File: src/rtl/force_array_ctrl.sv
`default_nettype none
// ============================================================================
//  Module   : force_array_ctrl
//  Purpose  : Per-element force/hold overlay for an N x W data array. A rising
//             edge of en captures force_val into the selected elements and
//             marks them forced; forced elements present the held value on q
//             instead of d_in. Elements are released by a falling edge of en
//             (unless STICKY) or by a per-element release request.
//  Revision : 1.0 - initial release
// ============================================================================
module force_array_ctrl #(
  parameter int N      = 8,
  parameter int W      = 1,
  parameter int STICKY = 0
) (
  input  logic                      clk,
  input  logic                      rst,
  input  logic                      en,
  input  logic [N-1:0]              sel,
  input  logic [N*W-1:0]            force_val,
  input  logic [N-1:0]              release_req,
  input  logic [N*W-1:0]            d_in,
  output logic [N*W-1:0]            q,
  output logic [N-1:0]              forced,
  output logic [$clog2(N+1)-1:0]    force_cnt
);

  localparam int   c_CNT_W  = $clog2(N+1);
  localparam logic c_STICKY = (STICKY != 0);

  logic               r_en_d;
  logic [N-1:0]       r_forced;
  logic [c_CNT_W-1:0] r_cnt;
  logic [W-1:0]       r_hold [N];

  logic               w_rise;
  logic               w_fall;
  logic [N-1:0]       w_cap;
  logic [N-1:0]       w_forced_nxt;
  logic [c_CNT_W-1:0] w_cnt_nxt;

  assign w_rise = en & ~r_en_d;
  assign w_fall = ~en & r_en_d & ~c_STICKY;

  // A release request masks the capture so a coincident rise cannot touch hold.
  assign w_cap = sel & ~release_req & {N{w_rise}};

  // Next forced vector and its population count, so the count lands with it.
  always_comb begin
    w_forced_nxt = r_forced;
    if (w_fall) begin
      w_forced_nxt = '0;
    end
    w_forced_nxt = (w_forced_nxt | w_cap) & ~release_req;
    w_cnt_nxt = '0;
    for (int i = 0; i < N; i++) begin
      w_cnt_nxt = w_cnt_nxt + c_CNT_W'(w_forced_nxt[i]);
    end
  end

  // Edge-detect history, forced status and count. en_d tracks en through reset
  // so a level held across reset does not look like an edge afterwards.
  always_ff @(posedge clk) begin
    r_en_d <= en;
    if (rst) begin
      r_forced <= '0;
      r_cnt    <= '0;
    end else begin
      r_forced <= w_forced_nxt;
      r_cnt    <= w_cnt_nxt;
    end
  end

  generate
    for (genvar gi = 0; gi < N; gi++) begin : g_elem
      // Hold register for element gi: loaded only on a qualified capture.
      always_ff @(posedge clk) begin
        if (rst) begin
          r_hold[gi] <= '0;
        end else if (w_cap[gi]) begin
          r_hold[gi] <= force_val[gi*W +: W];
        end
      end

      assign q[gi*W +: W] = r_forced[gi] ? r_hold[gi] : d_in[gi*W +: W];
    end
  endgenerate

  assign forced    = r_forced;
  assign force_cnt = r_cnt;

endmodule
`default_nettype wire

File: config.mk
export PLATFORM = sky130hd
export DESIGN_NAME = force_array_ctrl
export DESIGN_NICKNAME = d
export VERILOG_FILES = /design/src/rtl/force_array_ctrl.sv
export SDC_FILE = /design/constraint.sdc
export NUM_CORES = 1
export LEC_CHECK = 0
export ABC_AREA = 1
export CAP_MARGIN = 5
export CORE_MARGIN = 1.5
export CORE_UTILIZATION = 43
export CTS_CLUSTER_SIZE = 14
export DETAILED_ROUTE_END_ITERATION = 10
export PLACE_DENSITY = 0.84
export SLEW_MARGIN = 10
export SYNTH_ARGS = -nofsm -noshare
export SYNTH_HDL_FRONTEND = slang
export SYNTH_SLANG_ARGS = --single-unit
File: constraint.sdc
create_clock -name clk -period 9.64 [get_ports clk]
set_input_delay 1.928 -clock clk [delete_from_list [all_inputs] [get_ports clk]]
set_output_delay 1.928 -clock clk [all_outputs]
set_load 0.005 [all_outputs]
==> results of run 1 <==
-- registers in the layout (all words and copies together) (netlist names) --
register	flops
r_hold	8
force_cnt	4
r_en_d	1
forced	8
-- power groups by stage --
stage	clock [mW]	sequential, mW	combinational (mW)
CTS	0.0433	0.0966	0.0416
global placement	0	0.0986	0.0390
finish	0.0432	0.0966	0.0414
detailed placement	0	0.0987	0.0403
floorplan	0	0.0987	0.0149
global route	0.0494	0.0970	0.0459
-- kinds of logic after synthesis --
kind of cell / Yosys count / synth area share, %
DFF: 21 / 43.53
buffers and inverters: 27 / 9.249
and+or+nand+nor: 95 / 32.32
xor gates and xnor gates: 1 / 0.7618
adders and majority gates: 7 / 10.23
AOI/OAI and AO/OA: 9 / 3.917
-- worst max-delay path by stage --
stage | from | endpoint | depth (start not counted)
after floorplan | en | force_cnt[2] | 14
after global placement | en | force_cnt[2] | 15
after detailed placement | en | force_cnt[2] | 15
after CTS | en | force_cnt[2] | 15
after global routing | en | force_cnt[2] | 15
final | en | force_cnt[2] | 15
-- metal layers --
metal | track usage (%) | up-vias | routed length, um
met1 | 21.69 | 541 | 1110
met4 | 9.583 | 0 | 68
li1 | - | 589 | -
met2 | 38.10 | 46 | 1527
met5 | 0 | - | 0
met3 | 5.191 | 8 | 215
-- stage by stage --
| stage | worst slack, ns | total power, mW |
|---|---|---|
| final | 4.492 | 0.1812 |
| after global routing | 4.405 | 0.1922 |
| after CTS | 4.496 | 0.1816 |
| after detailed placement | 4.281 | 0.1389 |
| after global placement | 4.400 | 0.1376 |
| after floorplan | 4.948 | 0.1137 |
-- area by class of cell --
type	instances	area [sq um]	area share, %
multi-input combinational	112	543.0	31.16
clock inverter	1	5.005	0.2872
sequential	21	500.5	28.72
inverter	25	93.84	5.384
clock buffer	3	22.52	1.292
tap	30	37.54	2.154
timing repair buffer	54	540.5	31.01
-- worst reg2reg max path: stages (launching register included) --
cell and delay, ns:
dfxtp_1 0.41, nand2_2 0.15, nand2_1 0.12, nand2_1 0.08
fa_1 0.54, inv_1 0.05, fa_1 0.49, inv_1 0.05
fa_1 0.50, ha_1 0.19, inv_1 0.06, fa_1 0.38
xor2_1 0.20, nor2_1 0.06
-- cells in the final DEF (no fill, tap or decap), drive strengths merged --
master         count
clkdlybuf4s50     54
dfxtp             13
ha                 3
and2               2
nand2             64
fa                 4
a21oi              9
xor2               1
nor2              29
edfxtp             8
clkinv             1
inv               25
clkbuf             3
==> flow_summary.ini, run 1 <==
[run_status]
status = complete, no violations

[worst_setup_path]
worstPathArrival_ns = 5.34
path_cells = clkdlybuf4s50_1 -> inv_1 -> nand2_2 -> nand2_1 -> nand2_1 -> fa_1 -> inv_1 -> fa_1 -> inv_1 -> fa_1 -> ha_1 -> inv_1 -> fa_1 -> xor2_1 -> nor2_1
slowest_stage = fa_1
r2r-start = r_en_d
slowest_delay_ns = 0.54
cpLargestDelayFamily = adder cells
crit_path_end_kind = flip-flop
crit_buf_inv = 5
reg2reg_to = force_cnt[2]
path_max_fanout = 8
critPathLaunchType = input port
cp.required_ns = 9.83
reg2reg_depth = 13
r2r_slack_ns = 6.24
setup.worst_path.class = in -> reg

[global_route]
antenna_found_initial = 0
grt_usage_pct = 20.70
grt_max_degree = 18
grt_pass1_wl_mm = 4.374
grt_overflow = 0
grt_pass1_vias = 1082

[die]
design.die.area_sq_um = 2993
start_util_pct = 46.00
ios = 55
fp.dieW_um = 54.71
die_h_um = 54.71
core_sq_um = 2500
fp-row-count = 18

[pwr]
p_int_mw = 0.1353
vdd.ir_drop.worst_mv = 0.1147
seqPwrFrac_pct = 53.3
netSwitchingFraction_pct = 25.34
pwr-share-comb_pct = 22.8
leakage_nw = 0.7975
p_clk_share_pct = 23.8
power.switching_mw = 0.04591
powerDensity_nw_per_um2 = 104.0

[min_path]
hold_path.class = reg -> reg
hold_start = forced[0]
hold_depth = 4
min_to = forced[0]

[timing]
skew_ns = 0.007541
tightest_slew_ns = 0.4888
tns_ns = 0
hold_viol_final = 0
rsz0062_at_grt = no
period_needed_ns = 5.148
relSlewSlack_pct = 67.31
maxSlewViolCount = 0
setup_viol = 0
fin_crit_sh_pct = 53.41
holdWs_ns = 0.6150
max_freq_mhz = 194.2

[clock_tree]
clock_latency_ns = 0.31
hold_buffers = 0
cts_sinks = 21
cts_tree = built
clk_path_buf_depth = 2
ctsResizeCount = 0
clk_pin_slew_ns = 0.12
htree_levels = 1
post-cts-setup-buffer-count = 0
clockRootBuffer = clkbuf_4
cts-buffers-inserted = 3

[yosys]
syn-num-nets = 202
synth-edff-count = 8
syn_area_per_cell_sq_um = 7.187
synth_ff_type = dfxtp_1
yosysMostFrequentCell = nand2_1
synth_cell_type_count = 15
ys_seq_elements = 21
synth_common_cells = nand2_1, nor2_1, inv_1
synth_top_area_share_pct = 22.63
synthTopCellsByArea = dfxtp_1, edfxtp_1, nand2_1
ys_warn_count = 0
yosysTopAreaCell = dfxtp_1
synth-seq-area-share_pct = 43.53
synthCells = 160
syn-cell-area_sq_um = 1150
async_flop_share_pct = 0

[detailed_routing]
drtIter0Drc = 20
avgRoutedWirePerCell_um = 11.88
antenna_left = 0
via_per_inst = 4.813
firstDrtPassIters = 4
finalWirelength_mm = 2.922
drc = 0
num_vias = 1184

[layout]
design_area_sq_um = 1743
syn_to_final_growth_pct = 51.58
num-fill-cells = 199
final_cells = 246
fin_nets = 259
layout-drive-gt1-share_pct = 3.241
antenna_cells = 0
utilization_pct = 69.72

[placement]
port_buffers = 54
dp_cells = 242
placement.cell_area_sq_um = 1715
hpwl_mm = 2.175
gp_congestion = 0.6929

[flow_run]
drv_cap = 0
Note: power is estimated with default switching activity, not from simulation.
==> run 2, diff against run 1 <==
--- a/config.mk
+++ b/config.mk
@@ -8,10 +8,10 @@
 export ABC_AREA = 1
 export CAP_MARGIN = 5
 export CORE_MARGIN = 1.5
-export CORE_UTILIZATION = 43
+export CORE_UTILIZATION = 36
 export CTS_CLUSTER_SIZE = 14
 export DETAILED_ROUTE_END_ITERATION = 10
-export PLACE_DENSITY = 0.84
+export PLACE_DENSITY = 0.75
 export SLEW_MARGIN = 10
 export SYNTH_ARGS = -nofsm -noshare
 export SYNTH_HDL_FRONTEND = slang
==> constraint.sdc (replaced) <==
create_clock -name clk -period 4.26 [get_ports clk]
set_input_delay 0.852 -clock clk [delete_from_list [all_inputs] [get_ports clk]]
set_output_delay 0.852 -clock clk [all_outputs]
set_load 0.005 [all_outputs]
==> run 2 against run 1 <==
Effect of this change: final cell count increased by 6.5%; worst setup slack got worse by 4.1 ns; utilization decreased by 12 points; critical path depth unchanged; sequential power increased by 130%; sequential share of layout area decreased by 0.53 points; routed wire length decreased by 12%; via count decreased by 6.3%; clock skew decreased by 0.0014 ns; register-to-register slack got worse by 5.2 ns; flip-flop and latch count unchanged; critical endpoint unchanged; largest power group unchanged.
==> flow_summary.ini, run 2 (same netlist as run 1, synthesis figures left out) <==
[detailed_routing]
drtIter0Drc = 39
firstDrtPassIters = 4
finalWirelength_mm = 2.565
drc = 0
num_vias = 1110
avgRoutedWirePerCell_um = 9.790
antenna_left = 0
via_per_inst = 4.237

[worst_setup_path]
crit_path_end_kind = flip-flop
slowest_stage = fa_1
cp.required_ns = 4.47
worstPathArrival_ns = 4.04
cpLargestDelayFamily = adder cells
path_max_fanout = 4
path_cells = clkdlybuf4s50_1 -> inv_1 -> nor2_4 -> nand2_1 -> nand2_1 -> fa_1 -> inv_1 -> fa_1 -> inv_1 -> fa_1 -> ha_1 -> inv_1 -> fa_1 -> xor2_1 -> nor2_1
critPathLaunchType = input port
slowest_delay_ns = 0.53
crit_buf_inv = 5
setup.worst_path.class = in -> reg

[timing]
fin_crit_sh_pct = 90.08
relSlewSlack_pct = 67.71
tns_ns = 0
maxSlewViolCount = 0
period_needed_ns = 3.837
setup_viol = 0
max_freq_mhz = 260.6
holdWs_ns = 0.6004
tightest_slew_ns = 0.4829
rsz0062_at_grt = no
skew_ns = 0.006165
hold_viol_final = 0

[layout]
final_cells = 262
syn_to_final_growth_pct = 54.41
ff_latch_area_sq_um = 500.5
layout_commonest_cell = nand2_1
final_cell_mix = nand2_1, clkdlybuf4s50_1, nor2_1
antenna_cells = 0
multi_input_area_sq_um = 543.0
fin_nets = 261
num-fill-cells = 304
layout-drive-gt1-share_pct = 4.128

[global_route]
antenna_found_initial = 0
grt_overflow = 0
grt_pass1_vias = 985
grt_usage_pct = 15.23
grt_pass1_wl_mm = 4.050
grt_max_degree = 18

[die]
start_util_pct = 37.66
core_sq_um = 3053
fp.dieW_um = 59.52
die_h_um = 59.52
ios = 55
fp-row-count = 20
design.die.area_sq_um = 3542

[clock_tree]
clk_path_buf_depth = 2
clock_latency_ns = 0.32
cts-buffers-inserted = 3
ctsResizeCount = 0
clk_pin_slew_ns = 0.13
cts_tree = built
post-cts-setup-buffer-count = 0
htree_levels = 1
cts_sinks = 21
clockRootBuffer = clkbuf_4
hold_buffers = 0

[placement]
hpwl_mm = 1.944
port_buffers = 54
gp_congestion = 0.7588
dp_cells = 258

[run_status]
status = complete, no violations

[pwr]
pwr-share-comb_pct = 22.3
power.switching_mw = 0.1049
p_clk_share_pct = 24.6
totalPowerFinal_mw = 0.4115
seqPwrFrac_pct = 53.2
vdd.ir_drop.worst_mv = 0.1107
powerDensity_nw_per_um2 = 231.8
leakage_nw = 0.8071
p_int_mw = 0.3066
netSwitchingFraction_pct = 25.49

[min_path]
hold_path.class = reg -> reg

[flow_run]
drv_cap = 0
run 2: cell count changes in the layout (fill, tap and decap cells not counted), sizes merged:
| cell | previous run | this run |
|---|---|---|
| buf | 0 | 2 |
run 2: worst paths after layout:
check / slack, ns / start / cells past startpoint / end
setup / recovery: 0.42 / en / 15 / force_cnt[2]
setup reg to reg: 1.09 / r_en_d / 13 / force_cnt[2]
hold / removal: 0.60 / forced[5] / 4 / forced[5]
hold reg to reg: 0.60 / forced[5] / 4 / forced[5]
run 2: through the flow:
step / utilization (%) / setup slack (ns) / cell area (sq um)
floorplan: - / 0.6437 / 1150
global placement: 57.25 / 0.1446 / 1748
detailed placement: 57.25 / 0.06363 / 1748
CTS: 58.16 / 0.4187 / 1775
global route: 58.16 / 0.2601 / 1775
finish: 58.16 / 0.4227 / 1775
run 2: power by group through the flow:
stage,combinational [mW],clock (mW),sequential (mW)
2_1_floorplan,0.0338,0,0.223
4_1_cts,0.0926,0.103,0.219
3_3_place_gp,0.0910,0,0.223
3_5_place_dp,0.0916,0,0.223
6_report,0.0916,0.101,0.219
5_1_grt,0.102,0.108,0.220
run 2: area by class of cell:
type	count	area share, %
Timing Repair Buffer	56	31.29
Multi-Input combinational cell	112	30.58
Sequential cell	21	28.19
Inverter	25	5.285
Tap cell	44	3.101
Clock buffer	3	1.269
Clock inverter	1	0.2819
run 2: worst reg2reg max path, stage by stage, from the launching register on:
cell	delay, ns
dfxtp_1	0.40
nor2_4	0.07
nand2_1	0.12
nand2_1	0.09
fa_1	0.53
inv_1	0.05
fa_1	0.48
inv_1	0.05
fa_1	0.48
ha_1	0.16
inv_1	0.05
fa_1	0.37
xor2_1	0.15
nor2_1	0.06
run 2: layer usage:
layer  track usage [%]  vias up  wire length [um]
met5                 0        -                 0
li1                  -      593                 -
met1             19.37      469              1191
met4             7.619        0                61
met3             2.838        5               197
met2             24.65       43              1114
==> run 3, diff against run 2 <==
--- a/config.mk
+++ b/config.mk
@@ -8,10 +8,10 @@
 export ABC_AREA = 1
 export CAP_MARGIN = 5
 export CORE_MARGIN = 1.5
-export CORE_UTILIZATION = 36
+export CORE_UTILIZATION = 25
 export CTS_CLUSTER_SIZE = 14
 export DETAILED_ROUTE_END_ITERATION = 10
-export PLACE_DENSITY = 0.75
+export PLACE_DENSITY = 0.56
 export SLEW_MARGIN = 10
 export SYNTH_ARGS = -nofsm -noshare
 export SYNTH_HDL_FRONTEND = slang
==> run 3 against run 2 <==
Effect of this change: final cell count is 3.4% higher; worst setup slack got worse by 0.062 ns; clock power up 28%; routed wire length grew 5.4%; critical path depth unchanged; register-to-register slack improved by 0.02 ns; critical path type unchanged; utilization fell by 17 points.
==> flow_summary.ini, run 3 (same netlist as run 1, synthesis figures left out) <==
[worst_setup_path]
setup.worst_path.class = in -> reg
path_cells = clkdlybuf4s50_1 -> inv_1 -> nand2_2 -> nand2_1 -> nand2_1 -> fa_1 -> inv_1 -> fa_1 -> inv_1 -> fa_1 -> ha_1 -> inv_1 -> fa_1 -> xor2_1 -> nor2_1
path_max_fanout = 4
slowest_delay_ns = 0.53
critPathLaunchType = input port
crit_path_end_kind = flip-flop
worstPathArrival_ns = 4.03
cp.required_ns = 4.39
slowest_stage = fa_1

[die]
design.die.area_sq_um = 5015
ios = 55
die_h_um = 70.82
start_util_pct = 26.23
fp.dieW_um = 70.82
core_sq_um = 4384
fp-row-count = 24

[global_route]
grt_overflow = 0
grt_pass1_vias = 1063
grt_pass1_wl_mm = 4.712
antenna_found_initial = 0
grt_max_degree = 18
grt_usage_pct = 11.70

[timing]
period_needed_ns = 3.899
skew_ns = 0.004177
maxSlewViolCount = 0
setup_viol = 0
fin_crit_sh_pct = 91.52
max_freq_mhz = 256.5
relSlewSlack_pct = 67.28
tns_ns = 0
hold_viol_final = 0
rsz0062_at_grt = no
holdWs_ns = 0.5983
tightest_slew_ns = 0.4893

[placement]
gp_congestion = 0.7045
port_buffers = 54
hpwl_mm = 2.177

[detailed_routing]
via_per_inst = 4.007
firstDrtPassIters = 4
drc = 0
avgRoutedWirePerCell_um = 9.974
finalWirelength_mm = 2.703
antenna_left = 0
drtIter0Drc = 48
num_vias = 1086

[layout]
fin_nets = 262
final_cell_mix = nand2_1, clkdlybuf4s50_1, nor2_1
syn_to_final_growth_pct = 57.45
antenna_cells = 0
layout_commonest_cell = nand2_1
layout-drive-gt1-share_pct = 4.110

[pwr]
p_int_mw = 0.3380
p_clk_share_pct = 29.4
netSwitchingFraction_pct = 23.22
pwr-share-comb_pct = 20.8
seqPwrFrac_pct = 49.7
vdd.ir_drop.worst_mv = 0.1426
leakage_nw = 0.8164
power.switching_mw = 0.1022
powerDensity_nw_per_um2 = 243.1

[clock_tree]
clk_pin_slew_ns = 0.08
clockRootBuffer = clkbuf_8
cts_tree = built
cts_sinks = 21
clock_latency_ns = 0.25
clk_path_buf_depth = 2
post-cts-setup-buffer-count = 0
hold_buffers = 0
htree_levels = 1
cts-buffers-inserted = 3
ctsResizeCount = 0

[flow_run]
drv_cap = 0

[min_path]
hold_path.class = reg -> reg

[run_status]
status = complete, no violations
-- run 3: cell count changes in the layout (fill, tap and decap cells not counted), sizes merged --
cell,delta
buf,+1
clkbuf,+1
clkinv,-1
-- run 3: final cells by class --
class	count	area [sq um]
well taps	52	65.06
multi-input cells	112	543.0
clock buffers	4	45.04
fillers	470	2574
repair buffers	57	563.0
flip-flops and latches	21	500.5
inverters	25	93.84
-- run 3: power by group through the flow --
stage	logic (mW)	clock network (mW)	registers (mW)
final	0.0918	0.129	0.219
after global routing	0.103	0.143	0.220
after CTS	0.0934	0.134	0.219
after detailed placement	0.0926	0	0.223
after global placement	0.0926	0	0.224
after floorplan	0.0338	0	0.223
-- run 3: worst paths after layout --
path                   from            to  slack [ns]  depth (start not counted)
hold / removal    forced[2]     forced[2]        0.60                          4
setup / recovery         en  force_cnt[2]        0.36                         15
hold reg to reg   forced[2]     forced[2]        0.60                          4
setup reg to reg     r_en_d  force_cnt[2]        1.11                         13
-- run 3: worst max-delay path, delay by kind of cell --
family / cells / cell delay [ns]
xor gates and xnor gates: 1 / 0.14
adders and majority gates: 5 / 2.02
buffers and inverters: 5 / 0.70
and+or+nand+nor: 4 / 0.32
-- run 3: metal layers --
| layer | vias to the layer above | wire length, um | GRT usage (%) | share of wire, % |
|---|---|---|---|---|
| met5 | - | 0 | 0 | 0 |
| met4 | 0 | 14 | 3.145 | 0.52 |
| met3 | 2 | 143 | 2.422 | 5.3 |
| met2 | 26 | 1237 | 18.28 | 46 |
| met1 | 462 | 1308 | 16.52 | 48 |
| li1 | 596 | - | - | - |
-- run 3: stage by stage --
step	utilization [%]	setup slack (ns)	std cells	power [mW]	instance area, sq um
global route	41.30	0.2244	271	0.4663	1810
CTS	41.30	0.3380	271	0.4464	1810
floorplan	-	0.6437	160	0.2572	1150
finish	41.30	0.3612	271	0.4402	1810
detailed placement	40.27	0.07659	267	0.3160	1765
global placement	40.27	0.1141	267	0.3162	1765
